$ cat config.mk
export PLATFORM = sky130hd
export DESIGN_NAME = bit_serializer
export DESIGN_NICKNAME = d
export VERILOG_FILES = /design/src/rtl/fsm_pkg.sv /design/src/rtl/piso_shreg.sv /design/src/rtl/bit_serializer.sv
export SDC_FILE = /design/constraint.sdc
export NUM_CORES = 1
export LEC_CHECK = 0
export CAP_MARGIN = 20
export CORE_UTILIZATION = 46
export CTS_CLUSTER_SIZE = 20
export DETAILED_ROUTE_END_ITERATION = 10
export PLACE_DENSITY = 0.78
export SYNTH_ARGS = -nofsm -noshare
export SYNTH_HDL_FRONTEND = slang
export SYNTH_HIERARCHICAL = 1
export SYNTH_SLANG_ARGS = --single-unit
export TNS_END_PERCENT = 50
$ cat constraint.sdc
create_clock -name clk -period 2.15 [get_ports clk]
set_clock_uncertainty 0.1 [all_clocks]
set_input_delay 0.5375 -clock clk [delete_from_list [all_inputs] [get_ports clk]]
set_output_delay 0.5375 -clock clk [all_outputs]
set_load 0.005 [all_outputs]
$ cat src/rtl/fsm_pkg.sv
// Shared FSM definitions for the serializer and the downstream '101' detector.
package fsm_pkg;

    typedef enum logic [1:0] {
        ST_IDLE  = 2'd0,
        ST_SHIFT = 2'd1,
        ST_GAP   = 2'd2
    } state_t;

    localparam logic RST_ACTIVE = 1'b0;

endpackage

$ cat src/rtl/piso_shreg.sv
// Parallel-in/serial-out register; q_bit is the bit to be placed on the line at this edge.
module piso_shreg
    import fsm_pkg::*;
#(
    parameter int unsigned WIDTH     = 8,
    parameter bit          MSB_FIRST = 1'b1
) (
    input  logic             clk,
    input  logic             reset,
    input  logic             load,
    input  logic             shift,
    input  logic [WIDTH-1:0] d,
    output logic             q_bit
);

    localparam int unsigned FIRST = MSB_FIRST ? WIDTH - 1 : 0;

    logic [WIDTH-1:0] r_shreg;

    function automatic logic [WIDTH-1:0] advance(input logic [WIDTH-1:0] x);
        return MSB_FIRST ? {x[WIDTH-2:0], 1'b0} : {1'b0, x[WIDTH-1:1]};
    endfunction

    // The register holds only bits not yet emitted, so a load stores d already advanced
    // by one: the first bit goes straight to the caller's output register at the load edge.
    always_ff @(posedge clk) begin
        if (reset == RST_ACTIVE) begin
            r_shreg <= '0;
        end else if (load) begin
            r_shreg <= advance(d);
        end else if (shift) begin
            r_shreg <= advance(r_shreg);
        end
    end

    assign q_bit = load ? d[FIRST] : r_shreg[FIRST];

endmodule

$ cat src/rtl/bit_serializer.sv
// Word-to-bit serializer feeding the serial '101' detector; valid/ready input, optional idle gap.
module bit_serializer
    import fsm_pkg::*;
#(
    parameter int unsigned WIDTH      = 8,
    parameter bit          MSB_FIRST  = 1'b1,
    parameter int unsigned GAP_CYCLES = 0,
    parameter bit          IDLE_LEVEL = 1'b0,
    parameter int unsigned CNT_W      = 8
) (
    input  logic             clk,
    input  logic             reset,
    input  logic [WIDTH-1:0] in_data,
    input  logic             in_valid,
    output logic             in_ready,
    output logic             out_bit,
    output logic             out_valid,
    output logic             busy,
    output logic [CNT_W-1:0] words_sent
);

    localparam int unsigned    BCW      = $clog2(WIDTH);
    localparam logic [BCW-1:0] BIT_LAST = BCW'(WIDTH - 1);
    localparam logic [7:0]     GAP_LAST = (GAP_CYCLES == 0) ? 8'd0 : 8'(GAP_CYCLES - 1);

    state_t           r_state;
    state_t           w_next_state;
    logic [BCW-1:0]   r_bit_cnt;
    logic [7:0]       r_gap_cnt;
    logic [CNT_W-1:0] r_words_sent;
    logic             r_out_bit;
    logic             r_out_valid;

    logic w_in_ready;
    logic w_accept;
    logic w_last_bit;
    logic w_gap_done;
    logic w_shift;
    logic w_q_bit;

    piso_shreg #(
        .WIDTH    (WIDTH),
        .MSB_FIRST(MSB_FIRST)
    ) u_shreg (
        .clk  (clk),
        .reset(reset),
        .load (w_accept),
        .shift(w_shift),
        .d    (in_data),
        .q_bit(w_q_bit)
    );

    always_comb begin
        w_last_bit   = (r_state == ST_SHIFT) && (r_bit_cnt == BIT_LAST);
        w_gap_done   = (r_state == ST_GAP) && (r_gap_cnt == GAP_LAST);
        w_in_ready   = (reset != RST_ACTIVE) &&
                       ((r_state == ST_IDLE) || (w_last_bit && (GAP_CYCLES == 0)));
        w_accept     = in_valid && w_in_ready;
        w_shift      = (r_state == ST_SHIFT) && !w_last_bit;
        w_next_state = r_state;
        case (r_state)
            ST_IDLE: begin
                if (w_accept) w_next_state = ST_SHIFT;
            end
            ST_SHIFT: begin
                if (w_last_bit) begin
                    if (GAP_CYCLES != 0) w_next_state = ST_GAP;
                    else if (w_accept)   w_next_state = ST_SHIFT;
                    else                 w_next_state = ST_IDLE;
                end
            end
            ST_GAP: begin
                if (w_gap_done) w_next_state = ST_IDLE;
            end
            default: w_next_state = ST_IDLE;
        endcase
    end

    always_ff @(posedge clk) begin
        if (reset == RST_ACTIVE) begin
            r_state <= ST_IDLE;
        end else begin
            r_state <= w_next_state;
        end
    end

    // Output registers track the state being entered, so bits line up with SHIFT cycles.
    always_ff @(posedge clk) begin
        if (reset == RST_ACTIVE) begin
            r_bit_cnt    <= '0;
            r_gap_cnt    <= '0;
            r_words_sent <= '0;
            r_out_bit    <= IDLE_LEVEL;
            r_out_valid  <= 1'b0;
        end else begin
            r_out_valid <= (w_next_state == ST_SHIFT);
            r_out_bit   <= (w_next_state == ST_SHIFT) ? w_q_bit : IDLE_LEVEL;
            if (w_accept || w_last_bit) begin
                r_bit_cnt <= '0;
            end else if (r_state == ST_SHIFT) begin
                r_bit_cnt <= r_bit_cnt + BCW'(1);
            end
            if ((r_state == ST_GAP) && !w_gap_done) begin
                r_gap_cnt <= r_gap_cnt + 8'd1;
            end else begin
                r_gap_cnt <= '0;
            end
            if (w_last_bit) begin
                r_words_sent <= r_words_sent + CNT_W'(1);
            end
        end
    end

    assign in_ready   = w_in_ready;
    assign out_bit    = r_out_bit;
    assign out_valid  = r_out_valid;
    assign busy       = (r_state != ST_IDLE);
    assign words_sent = r_words_sent;

endmodule
== Word level (Yosys, flattened, before mapping) ==
Index checks and enable logic that the tools add are counted.
Cells by class
  eq/ne operators: 4
  bitwise operators: 1
  add/subtract/negate cells: 3
  reductions and logical operators: 17
  multiplexer cells: 8
Operators with widths (number)
  adder 8 x 1 -> 8 bit, second input constant: 2
  2-to-1 mux 8 bit: 2
  zero test 8 bit: 1
  logical AND 1 bit: 6
  2-to-1 mux 2 bit: 3
  case mux 2 bit (3 select lines): 1
  equality test 2 x 1 -> 1 bit, second input constant: 2
  AND reduction 2 bit: 2
  nonzero test 2 bit: 2
  adder 3 x 1 -> 3 bit, second input constant: 1
  equality test 3 bit, second input constant: 1
  equality test 2 bit, second input constant: 1
  zero test 1 bit: 2
  zero test 2 bit: 1
  logical OR 1 bit: 2
  2-to-1 mux 1 bit: 2
  OR reduction 2 bit: 1
  NOT 1 bit: 1
Storage, ports and cells
  output and inout bits: 12
  bits in registers: 30

== Logic depth before layout (Yosys ltp) ==
  depth in word-level cells: 10
  gate-level depth with buffers: 8
  depth with buffers taken out: 7

== Cells and area by module ==
Netlist, hierarchy kept.
Modules (own cells, without submodules)
  bit_serializer: cells an instance 113, instances 1, area an instance 999.7 um2, seq. area each 460.4 um2
  piso_shreg: cells an instance 31, instances 1, area an instance 375.4 um2, seq. area each 140.1 um2

== Worst setup path after synthesis ==
Ideal clock, no wire load.
  path type: reg2reg
  start point: register r_bit_cnt[0]
  end point: register r_out_bit (netlist: out_bit)
  cell stages (with the launch flop): 9
  slack: 0.015 ns
  buffers on the path: 1
  arrival: 1.920 ns
  data required time: 1.935 ns
  cells stage by stage: dfxtp_1 ha_1 ha_1 nand2b_1 nor2b_1 and2_1 buf_2 mux2_2 and2_1
On the way
  elaborated cells on any way between the ends: 12
  classes of those cells: eq/ne: 2; mux: 5; reduce/logical: 5
RTL lines
  start: declaration: line bit_serializer.sv:28  | logic [BCW-1:0] r_bit_cnt;
  start signal: assignment: line bit_serializer.sv:101  | r_bit_cnt <= r_bit_cnt + BCW'(1);
  equality test 3 bit: line bit_serializer.sv:54  | w_last_bit = (r_state == ST_SHIFT) && (r_bit_cnt == BIT_LAST);
  logical AND 1 bit: line bit_serializer.sv:54
  logical OR 1 bit: line bit_serializer.sv:57  | ((r_state == ST_IDLE) || (w_last_bit && (GAP_CYCLES == 0)));
  logical AND 1 bit: line bit_serializer.sv:56  | w_in_ready = (reset != RST_ACTIVE) &&
  named net in_ready: line bit_serializer.sv:15  | output logic in_ready,
  logical AND 1 bit: line bit_serializer.sv:58  | w_accept = in_valid && w_in_ready;
  named net w_accept: line bit_serializer.sv:35  | logic w_accept;
  2-to-1 mux 1 bit: line piso_shreg.sv:36  | assign q_bit = load ? d[FIRST] : r_shreg[FIRST];
  named net w_q_bit: line bit_serializer.sv:39  | logic w_q_bit;
  end signal: assignment: line bit_serializer.sv:97  | r_out_bit <= (w_next_state == ST_SHIFT) ? w_q_bit : IDLE_LEVEL;
  end: declaration: line bit_serializer.sv:31  | logic r_out_bit;
The timed path passes the listed nets, and every way through them passes these cells.
A chain may end at the register's enable or synchronous reset.

== Final worst setup path ==
  start point: register r_bit_cnt[0]
  end point: output port in_ready
On the way
  word-level cells in the longest chain between the ends: 4
Ends and longest elaborated chain (line)
  equality test 3 bit: bit_serializer.sv:54
  logical AND 1 bit: bit_serializer.sv:54
  logical OR 1 bit: bit_serializer.sv:57
  logical AND 1 bit: bit_serializer.sv:56
  end: declaration: bit_serializer.sv:15
No other way between the ends.

==> results <==
- IR analysis of the VDD net gives a maximum drop of 422 uV.
- The global placement routability congestion is 0.733.
- The switching share of power is 0.222.
- The remaining antenna violation count is 0.
- The run finished, with violations left.
- The tightest hold path in the finished design has a slack of 0.371 ns.
- For this design the static power due to leakage is 0.733 nW.
- Static timing analysis puts the maximum clock frequency at 485 MHz.
- By area, the combinational part of the netlist is dominated by simple AND/OR/NAND/NOR gates.
- The worst relative slew slack is 0.776.
- From synthesis to final layout, the design area changed by 29.7%.
- At the worst endpoint, the arrival time is 1.43 ns.
- The initialized floorplan defines 19 standard-cell rows.
- At the worst endpoint, the required time is 1.51 ns.
- Entering global routing, the biggest net connects 11 pins.
- In the global route stage, overall resource usage came out at 0.181.
- In the final layout, the share of cells above drive strength 1 is 0.179.
- The compound-gate portion of the synthesized area is 0.138.
- The cell count of the worst reg-to-reg path is 8.
- The net count of the finished layout is 196.
- Counting instances, the worst hold path has a depth of 1.
- The xor-xnor portion of the synthesized cell area is 0.0382.
- The post-DP HPWL is 1910 um.
- The sequential share of power is 0.576.
- The die outline width is 56.7 um.
- The core region area is 2810 um2.
- The total of endpoints with negative setup slack in the final report is 0.
- The master of the slowest instance on the critical path is sky130_fd_sc_hd__dfxtp_2.
- In this design, the stage delay of the slowest critical-path cell is 0.34 ns.
- The proportion of synthesized chip area in sequential cells is 0.437.
- The utilization after layout is 0.636.
- Once layout is complete, the cells apart from fillers number 210.
- By startpoint and endpoint, the worst setup path is classified as flop to output pin.
- The portion of netlist area occupied by mux cells is 0.0810.
- Of the post-synthesis cell area, the dominant cell type holds 0.437.
- The post-route minimum period is 2.06 ns.
- The number of antenna violations at the first check in global routing was 0.
- In the final routed layout, each cell accounts on average for 12.8 um.
- Counting flops and latches in the post-synthesis netlist gives 30.
- The initial core utilization is 0.490.
- The die height is 56.7 um.
- The average vias per placed instance is 5.41.
- The clock slew seen by the registers of the worst setup and hold paths is 0.09 ns.
- Of the total synthesized cell area, the portion taken by AND, OR, NAND and NOR gates is 0.228.
- The total of max-cap violations is 0.
- The buffer cell driving the clock tree root is sky130_fd_sc_hd__clkbuf_4.
- Clock tree synthesis found a total of 30 sinks.
- The share of total power dissipated in the clock network is 0.319.
- The CTS tree is built.
- For this run, the number of Yosys warnings is 6.
- The placed instances occupy a cell area of 1680 um2.
- The top-level I/O count is 23.
- In the final layout, the multi-input gates occupy 766 um2.
- The average instance in the mapped netlist occupies 9.55 um2.
- Buffers inserted to repair hold after CTS numbered 0.
- The proportion of register bits with asynchronous set or reset after synthesis is 0.
- Dividing total power by cell area gives a power density of 566 nW/um2.
- Counting both buffers and inverters, the worst setup path holds a total of 1.
- The clock latency reported for the late side of the worst-skew pair is 0.32 ns.
- The H-tree was split into 2 levels.
- The first detailed-routing pass ran for 7 iterations.
- The signal on the critical path passes through ha_4, ha_4, nand2b_4, nor2b_2, clkdlybuf4s15_1.
- Summed over all layers, the global routing overflow is 0.
- Of the total power, combinational logic draws 0.105.
- The endpoint type of the worst setup path is an output pin.
- By count the netlist is led by 30 x sky130_fd_sc_hd__dfxtp_1, 13 x sky130_fd_sc_hd__a21oi_1, 11 x sky130_fd_sc_hd__nand2_1, 9 x sky130_fd_sc_hd__nand2b_1, 9 x sky130_fd_sc_hd__nor2_1.
- The number of buffers inserted by port buffering is 22.
- The total vias in the final route is 1,136.
- The cell with the most instances on the worst path is sky130_fd_sc_hd__ha_4.
- The first global-routing pass estimated 4510 um of wire.
- The number of global-route vias before repair is 1,077.
- Setup repair after global routing left no endpoint under its margin.
- sky130_fd_sc_hd__dfxtp_1 is the most common cell in the netlist.
- The full die area is 3210 um2.
- Of the available clock period, the critical path in the final layout requires 0.959.
- The number of library cell types mapped by synthesis is 32.
- The final reports fail on DRC.
- In this run, synthesis inferred 0 flip-flops with an integrated enable.
- The count of inserted antenna diode cells is 0.
- The final hold violation count is 0.
- The final count of pins violating max slew is 0.
- The longest clock path from root to sink contains 2 buffers.
- The number of DRC markers after the initial detailed-route iteration is 44.
- By area the synthesized netlist is led by sky130_fd_sc_hd__dfxtp_1 44%, sky130_fd_sc_hd__mux2_4 6.6%, sky130_fd_sc_hd__a21oi_1 4.7%.
- Of the total synthesized cell area, the portion taken by full adders, half adders and majority gates is 0.0455.
- The number of CTS-inserted buffers is 5.
- The dominant cell type by area after synthesis is sky130_fd_sc_hd__dfxtp_1.
- The synthesized netlist occupies a cell area of 1380 um2.
- After filler insertion, the fill cell instance count of the layout stands at 236.
- The routed wire length is 2680 um.
- With fillers left out, the area of the finished cells amounts to 1780 um2.
- The maximum fanout encountered on the critical timing path is 2.
- The analysis attributes to net switching a power of 0.000224 W.
- Summing all flip-flop and latch instances after layout gives 607 um2.
- In this run the number of cells on the critical path is 5.
- For this run, the leading register cell type out of synthesis is sky130_fd_sc_hd__dfxtp_1.
- The transition at the pin with the smallest max-transition slack is 0.332 ns.
- After detailed routing, the number of remaining DRC violations is 4.
- The number of standard cells after synthesis is 144.
- The number of nets handed over by synthesis was 160.
- The worst setup path is launched from a flop.
- The worst hold path belongs to the class flop to flop.
- The kind of cell adding the most delay to the critical path is flip-flops.
- Internal power comes to 0.000785 W.
- After detailed placement, the design holds a cell count of 203.
-- stage by stage --
| step | TNS, ns | worst slack [ns] | total power [W] |
|---|---|---|---|
| floorplan | 0 | 0.0149 | 0.000647 |
| CTS | 0 | 0.00280 | 0.00102 |
| global route | 0 | 0.0208 | 0.00106 |
| detailed placement | -0.227 | -0.227 | 0.000693 |
| global placement | -0.225 | -0.225 | 0.000690 |
| finish | 0 | 0.0872 | 0.00101 |
-- flip-flops by register name (all words and copies together) (netlist names) --
| register | flops |
|---|---|
| out_bit | 1 |
| out_valid | 1 |
| r_bit_cnt | 3 |
| r_gap_cnt | 8 |
| r_state | 2 |
| u_shreg/r_shreg | 7 |
| words_sent | 8 |
-- power groups by stage --
stage,Combinational [W],Clock [W],Sequential (W)
final,0.000106,0.000322,0.000581
after global routing,0.000115,0.000362,0.000582
after CTS,0.000105,0.000334,0.000580
after detailed placement,0.000101,0,0.000592
after global placement,0.0000990,0,0.000591
after floorplan,0.0000599,0,0.000587
-- placed cells by master (no fill, tap or decap), types with 3 or more instances in the layout --
cell type and instances:
sky130_fd_sc_hd__or3_1 6, sky130_fd_sc_hd__a21oi_1 13, sky130_fd_sc_hd__clkdlybuf4s50_1 20, sky130_fd_sc_hd__clkbuf_4 5, sky130_fd_sc_hd__nor2_1 9, sky130_fd_sc_hd__o211a_1 6
sky130_fd_sc_hd__o21ai_0 7, sky130_fd_sc_hd__xor2_1 4, sky130_fd_sc_hd__buf_4 10, sky130_fd_sc_hd__nand2b_1 8, sky130_fd_sc_hd__nand2_1 11, sky130_fd_sc_hd__mux2_4 6
sky130_fd_sc_hd__nand3_1 5, sky130_fd_sc_hd__ha_1 3, sky130_fd_sc_hd__inv_1 6, sky130_fd_sc_hd__dfxtp_1 27
-- area by class of cell --
type / count / share of cell area
Tap cell: 31 / 0.0218
Clock buffer: 6 / 0.0288
Timing Repair Buffer: 32 / 0.167
Sequential cell: 30 / 0.340
Inverter: 6 / 0.0126
Multi-Input combinational cell: 105 / 0.429
-- final timing paths --
kind                start                  to  slack, ns
max reg2reg  r_bit_cnt[0]  u_shreg/r_shreg[1]       0.24
max          r_bit_cnt[0]            in_ready       0.09
min reg2reg  r_gap_cnt[0]        r_gap_cnt[0]       0.37
min          r_gap_cnt[0]        r_gap_cnt[0]       0.37
-- layer usage --
layer | routed length (um) | GRT usage
met1 | 1210 | 0.193
met2 | 1320 | 0.328
met3 | 123 | 0.0622
met4 | 27 | 0.0643
met5 | 0 | 0
-- what timing repair did --
action	in CTS	in global routing
cloned	0	0
setup buffers	1	0
resized for setup	7	6
setup endpoints to repair	2	2
hold endpoints to repair	0	0
-- worst register-to-register path, delay by kind of cell (launching register included) --
family          cells  cell delay (ns)
simple gates        4             0.80
flops               1             0.34
compound gates      1             0.14
fa+ha+maj           2             0.31
buf+inv             1             0.16
-- cell families after synthesis --
logic type	count (synthesis)
muxes	8
buffers and inverters	9
xor gates and xnor gates	6
and+or+nand+nor	56
adders and majority gates	5
AOI/OAI and AO/OA	30
DFF	30
(Power assumes the default switching activity.)
==> RTL edit 1 (same flow settings) <==
`GAP_CYCLES`: 0 -> 1.
--- a/src/rtl/bit_serializer.sv
+++ b/src/rtl/bit_serializer.sv
@@ -6,3 +6,3 @@
     parameter bit          MSB_FIRST  = 1'b1,
-    parameter int unsigned GAP_CYCLES = 0,
+    parameter int unsigned GAP_CYCLES = 1,
     parameter bit          IDLE_LEVEL = 1'b0,
Check against the original RTL: not equivalent (Yosys sat finds a counterexample within 10 cycles, from zero or initial values and one cycle with reset low).
==> RTL edit 1 against the unedited design <==
  * The run still ends with design-rule violations left
  * Maximum frequency shrank 1.0%
  * Wire length rose by 1.3%
  * Via count down 0.26%
  * Setup slack worse by 0.022 ns
  * Sequential cell count unchanged
  * Cell area down 3.6%
  * Total power shrank 1.5%
  * Area after synthesis increased by 0.36%
==> RTL edit 1: results (changes against the unedited design) <==
| Metric | Value |
|---|---|
| Gpl congestion | 0.767 (+4.7%) |
| Status | complete, but fails checks |
| Hold path endpoint | r_gap_cnt[7]$_SDFF_PN0_ |
| R2R Path Start | r_bit_cnt[0]$_SDFFE_PP0P_ |
| TritonCTS Buffers | 5 (unchanged) |
| Detailed Place HPWL | 2020 um (+5.9%) |
| Slew HR | 0.755 (-0.0212) |
| Failing checks | design-rule violations |
| R2R Path End | words_sent[7]$_SDFFE_PN0P_ |
| Setup Fix Bufs, Post-CTS | 0 (-1) |
| Crit-path max FO | 2 (unchanged) |
| Max H-tree Level | 2 (unchanged) |
| Initial antenna violation count | 0 (unchanged) |
| Placed Instance Area | 1670 um2 (-0.52%) |
| Leakage | 0.728 nW (-0.66%) |
| Sw frac | 0.238 (+0.0162) |
| Commonest cells in the netlist | dfxtp_1 (30), nor2_1 (13), a21oi_1 (10) |
| Register area share after synthesis | 0.435 (-0.00158) |
| Total vias in the final route | 1,133 (-0.26%) |
| Synth async-reset ratio | 0 (unchanged) |
| Worst-skew pair later-pin latency | 0.32 ns (about the same) |
| Layout Nets | 191 (-2.6%) |
| Ys Warns | 6 (unchanged) |
| Pre-CTS setup slack | -0.241 ns (-0.0141 ns) |
| First-pass iteration count of the detailed router | 7 (unchanged) |
| Cells taking the most area after synthesis | dfxtp_1 (44%), mux2_4 (6.5%), ha_1 (4.5%) |
| Share of cells above drive strength 1 | 0.131 (-0.0473) |
| Yosys cell types | 35 (+9.4%) |
| Gr usage total | 0.195 (+0.0136) |
| Via density | 5.50 (+1.7%) |
| Vias in the first global route | 1,158 (+7.5%) |
| Syn Nets | 158 (-1.3%) |
| Arrival @ worst endpoint | 1.45 ns (+0.02 ns) |
| # placed instances | 199 (-2.0%) |
| CTS Buffer Depth | 2 (unchanged) |
| Clock Pin Slew Worst Setup and Hold Paths | 0.09 ns (about the same) |
| Hold Path Origin | r_gap_cnt[7]$_SDFF_PN0_ |
| Wire per inst | 13.2 um (+3.3%) |
| DRT iter0 DRCs | 46 (+4.5%) |
| Reg-to-reg slack, setup | approximately 0.23 ns |
| R2R depth | 5 (-3) |
| Drt drc | 7 (+3) |
| # diodes | 0 (unchanged) |
| Hold-critical path depth | 2 (+1) |
| Largest net degree at the start of global routing | 15 (+4) |
| IO buf count | 22 (unchanged) |
| VDD IR max | 0.000451 V (+7.0%) |
| Mapped Cells | 142 (-1.4%) |
| Clock Root Buffer | clkbuf_4 |
| Type of the worst min-delay path | flip-flop to flip-flop |
| Minimum hold slack | 0.403 ns (+0.0319 ns) |
| First-pass GRT wire length | 4830 um (+7.2%) |
[RTL edit 1: cell types whose count changed in the layout (fill, tap and decap cells not counted), sizes merged, moves of 2 or more]
cell / delta
clkinv: +2
nand2: -6
nor2: +4
buf: -3
or3: +2
o211ai: +2
a211oi: +2
mux2i: +2
a21oi: -3
nor2b: -2
[RTL edit 1: worst max-delay path: stages]
cell and delay [ns]:
clkdlybuf4s50_1 0.48, inv_1 0.06, nor2_1 0.10, dlygate4sd2_1 0.27
[RTL edit 1: how the worst max path moves through the flow]
stage,from,to,slack [ns],depth (start not counted)
after floorplan,r_state[0]$_SDFF_PN0_,out_bit$_SDFF_PN0_,0.19,5
after global placement,reset,in_ready,-0.20,4
after detailed placement,reset,in_ready,-0.24,4
after CTS,reset,in_ready,0.04,4
after global routing,reset,in_ready,0.01,4
final,reset,in_ready,0.07,4
[RTL edit 1: routing by layer]
| layer | vias to the layer above | GRT usage | share of wire |
|---|---|---|---|
| met5 | - | 0 | 0 |
| met4 | 0 | 0.101 | 0.020 |
| met3 | 8 | 0.0530 | 0.036 |
| met2 | 21 | 0.318 | 0.48 |
| met1 | 525 | 0.234 | 0.46 |
| li1 | 579 | - | - |
[RTL edit 1: cells by family (layout without fill, tap and decap cells)]
family,after synthesis,count (layout),share of synthesized area
buf+inv,9,42,0.0308
simple gates,52,52,0.211
flops,30,30,0.435
fa+ha+maj,5,5,0.0453
xor+xnor,5,5,0.0317
mux,10,10,0.0952
compound gates,31,31,0.150
[RTL edit 1: power groups by stage]
stage | sequential, W | combinational (W) | clock, W
2_1_floorplan | 0.000591 | 0.0000653 | 0
3_3_place_gp | 0.000590 | 0.000110 | 0
3_5_place_dp | 0.000591 | 0.000115 | 0
4_1_cts | 0.000578 | 0.000114 | 0.000315
5_1_grt | 0.000580 | 0.000123 | 0.000340
6_report | 0.000578 | 0.000113 | 0.000301
[RTL edit 1: area by class of cell]
| class | count | area (um2) |
|---|---|---|
| inverter | 6 | 22.5 |
| clock buffer | 5 | 37.5 |
| multi-input combinational | 103 | 737 |
| timing repair buffer | 29 | 272 |
| tap | 31 | 38.8 |
| fill | 262 | 1090 |
| sequential | 30 | 601 |
| clock inverter | 2 | 10.0 |
[RTL edit 1: what timing repair did]
action,in CTS,in global routing
setup endpoints to repair,1,0
hold endpoints to repair,0,0
gates resized for setup,1,0
==> RTL edit 2 (same settings) <==
Without the edit above. Encoding of `state_t`: now one-hot (3 bits for 3 states).
--- a/src/rtl/fsm_pkg.sv
+++ b/src/rtl/fsm_pkg.sv
@@ -3,6 +3,6 @@
 
-    typedef enum logic [1:0] {
-        ST_IDLE  = 2'd0,
-        ST_SHIFT = 2'd1,
-        ST_GAP   = 2'd2
+    typedef enum logic [2:0] {
+        ST_IDLE  = 3'b001,
+        ST_SHIFT = 3'b010,
+        ST_GAP   = 3'b100
     } state_t;
Behaviour: same outputs for any inputs over 10 cycles, from zero or initial values and one cycle with reset low; not proved beyond that.
==> RTL edit 2 against the unedited design <==
  * Sequential cell count up 1
  * Setup slack better by 0.022 ns
  * Sequential power up 4.1%
  * Area after synthesis up 6.4%
  * Total power up 18%
  * Combinational power up 10%
  * Cell area up 6.3%
  * Wire length up 9.8%
  * Largest cell class unchanged
==> RTL edit 2: results (changes against the unedited design) <==
| Metric | Value |
|---|---|
| Tmin final | 2.04 ns (-0.0220 ns) |
| Adder-cell share of the synthesized area | 0.0428 (-0.00272) |
| Syn Nets | 163 (+1.9%) |
| CP Launch Point | r_state[1]$_SDFF_PN0_ |
| Hold path endpoint | words_sent[7]$_SDFFE_PN0N_ |
| Hold Path Origin | words_sent[7]$_SDFFE_PN0N_ |
| R2R Path End | r_gap_cnt[1]$_SDFF_PN0_ |
| Setup crit start kind | flip-flop |
| Gpl congestion | 0.754 (+2.9%) |
| Slew HR | 0.611 (-0.165) |
| First-pass iteration count of the detailed router | 4 (-3) |
| Crit path max-delay cell type | dfxtp_2 |
| Register area share after synthesis | 0.424 (-0.0125) |
| Top_reg_cell synth | dfxtp_1 |
| CP max stage delay | 0.36 ns (+0.02 ns) |
| Share of cells above drive strength 1 | 0.207 (+0.0278) |
| # placed instances | 219 (+7.9%) |
| Yosys cell types | 35 (+9.4%) |
| VDD IR max | 0.000434 V (+2.8%) |
| Sw frac | 0.212 (-0.00998) |
| Detailed Place HPWL | 2250 um (+18%) |
| Largest net degree at the start of global routing | 14 (+3) |
| Wire per inst | 12.9 um (+1.1%) |
| Type of the worst min-delay path | flip-flop to flip-flop |
| CP Capture Point | busy |
| Total vias in the final route | 1,209 (+6.4%) |
| Gr usage total | 0.192 (+0.0111) |
| Leakage | 0.776 nW (+5.8%) |
| Synth async-reset ratio | 0 (unchanged) |
| Layout Nets | 199 (+1.5%) |
| Reg-to-reg slack, setup | 0.17 ns (-0.07 ns) |
| Vias in the first global route | 1,126 (+4.5%) |
| First-pass GRT wire length | 4950 um (+10%) |
| DRT iter0 DRCs | 77 (+75%) |
| R2R Path Start | r_gap_cnt[0]$_SDFF_PN0_ |
| Post-synthesis mux area share | 0.0898 (+0.00884) |
| Status | complete, no violations |
| Via density | 5.30 (-2.0%) |
| R2R depth | 6 (-2) |
| Arrival @ worst endpoint | 1.40 ns (-0.03 ns) |
| Mapped Cells | 147 (+2.1%) |
| IO buf count | 22 (unchanged) |
| Xor-xnor portion of the synthesized cell area | 0.0359 (-0.00229) |
| Crit-path max FO | 8 (+6) |
| Cells taking the most area after synthesis | dfxtp_1 (42%), mux2_4 (6.2%), ha_1 (4.3%) |
| Hold-critical path depth | 2 (+1) |
| Pre-CTS setup slack | -0.253 ns (-0.0253 ns) |
| Commonest cells in the netlist | dfxtp_1 (31), a21oi_1 (12), nand2_1 (9), nand2b_1 (9), nor2_1 (8) |
| Compound-Gate Fraction of Synth Area | 0.149 (+0.0105) |
## RTL edit 2: cell families after synthesis
group	after synthesis
adders and majority gates	5
muxes	10
xor gates and xnor gates	6
buffers and inverters	8
and+or+nand+nor	57
AOI/OAI and AO/OA	30
DFF	31
## RTL edit 2: what timing repair did
action,in CTS,in global routing
endpoints found under the setup margin,2,1
pin swaps,1,1
setup buffers,0,1
resized for setup,10,3
## RTL edit 2: per-layer routing
| metal | track usage | up-vias | part of all wire |
|---|---|---|---|
| met5 | 0 | - | 0 |
| met4 | 0.0816 | 0 | 0.017 |
| met3 | 0.0527 | 7 | 0.030 |
| met2 | 0.322 | 20 | 0.51 |
| met1 | 0.233 | 574 | 0.44 |
| li1 | - | 608 | - |
## RTL edit 2: power groups by stage
stage / clock, W / sequential, W / combinational, W
floorplan: 0 / 0.000613 / 0.0000667
global placement: 0 / 0.000615 / 0.000116
detailed placement: 0 / 0.000618 / 0.000119
CTS: 0.000480 / 0.000605 / 0.000118
global route: 0.000512 / 0.000607 / 0.000128
finish: 0.000470 / 0.000605 / 0.000117
## RTL edit 2: critical path: cells and delay by family (launching register included)
| family | cells | cell delay, ns |
|---|---|---|
| and+or+nand+nor | 2 | 0.45 |
| DFF | 1 | 0.36 |
| buffers and inverters | 1 | 0.27 |
## RTL edit 2: final cells by class
class,instances,area [um2]
clock inverter,2,35.0
sequential,31,626
clock buffer,6,51.3
multi-input combinational,108,821
timing repair buffer,32,289
inverter,5,18.8
tap,44,55.1
fill,278,1130
## RTL edit 2: per-stage QoR
stage	hold WS, ns	power [W]	utilization	area [um2]
global route	0.445	0.00125	0.626	1900
floorplan	0.352	0.000680	-	1460
detailed placement	0.371	0.000737	0.589	1780
CTS	0.384	0.00120	0.621	1880
finish	0.383	0.00119	0.626	1900
global placement	0.365	0.000731	0.589	1780
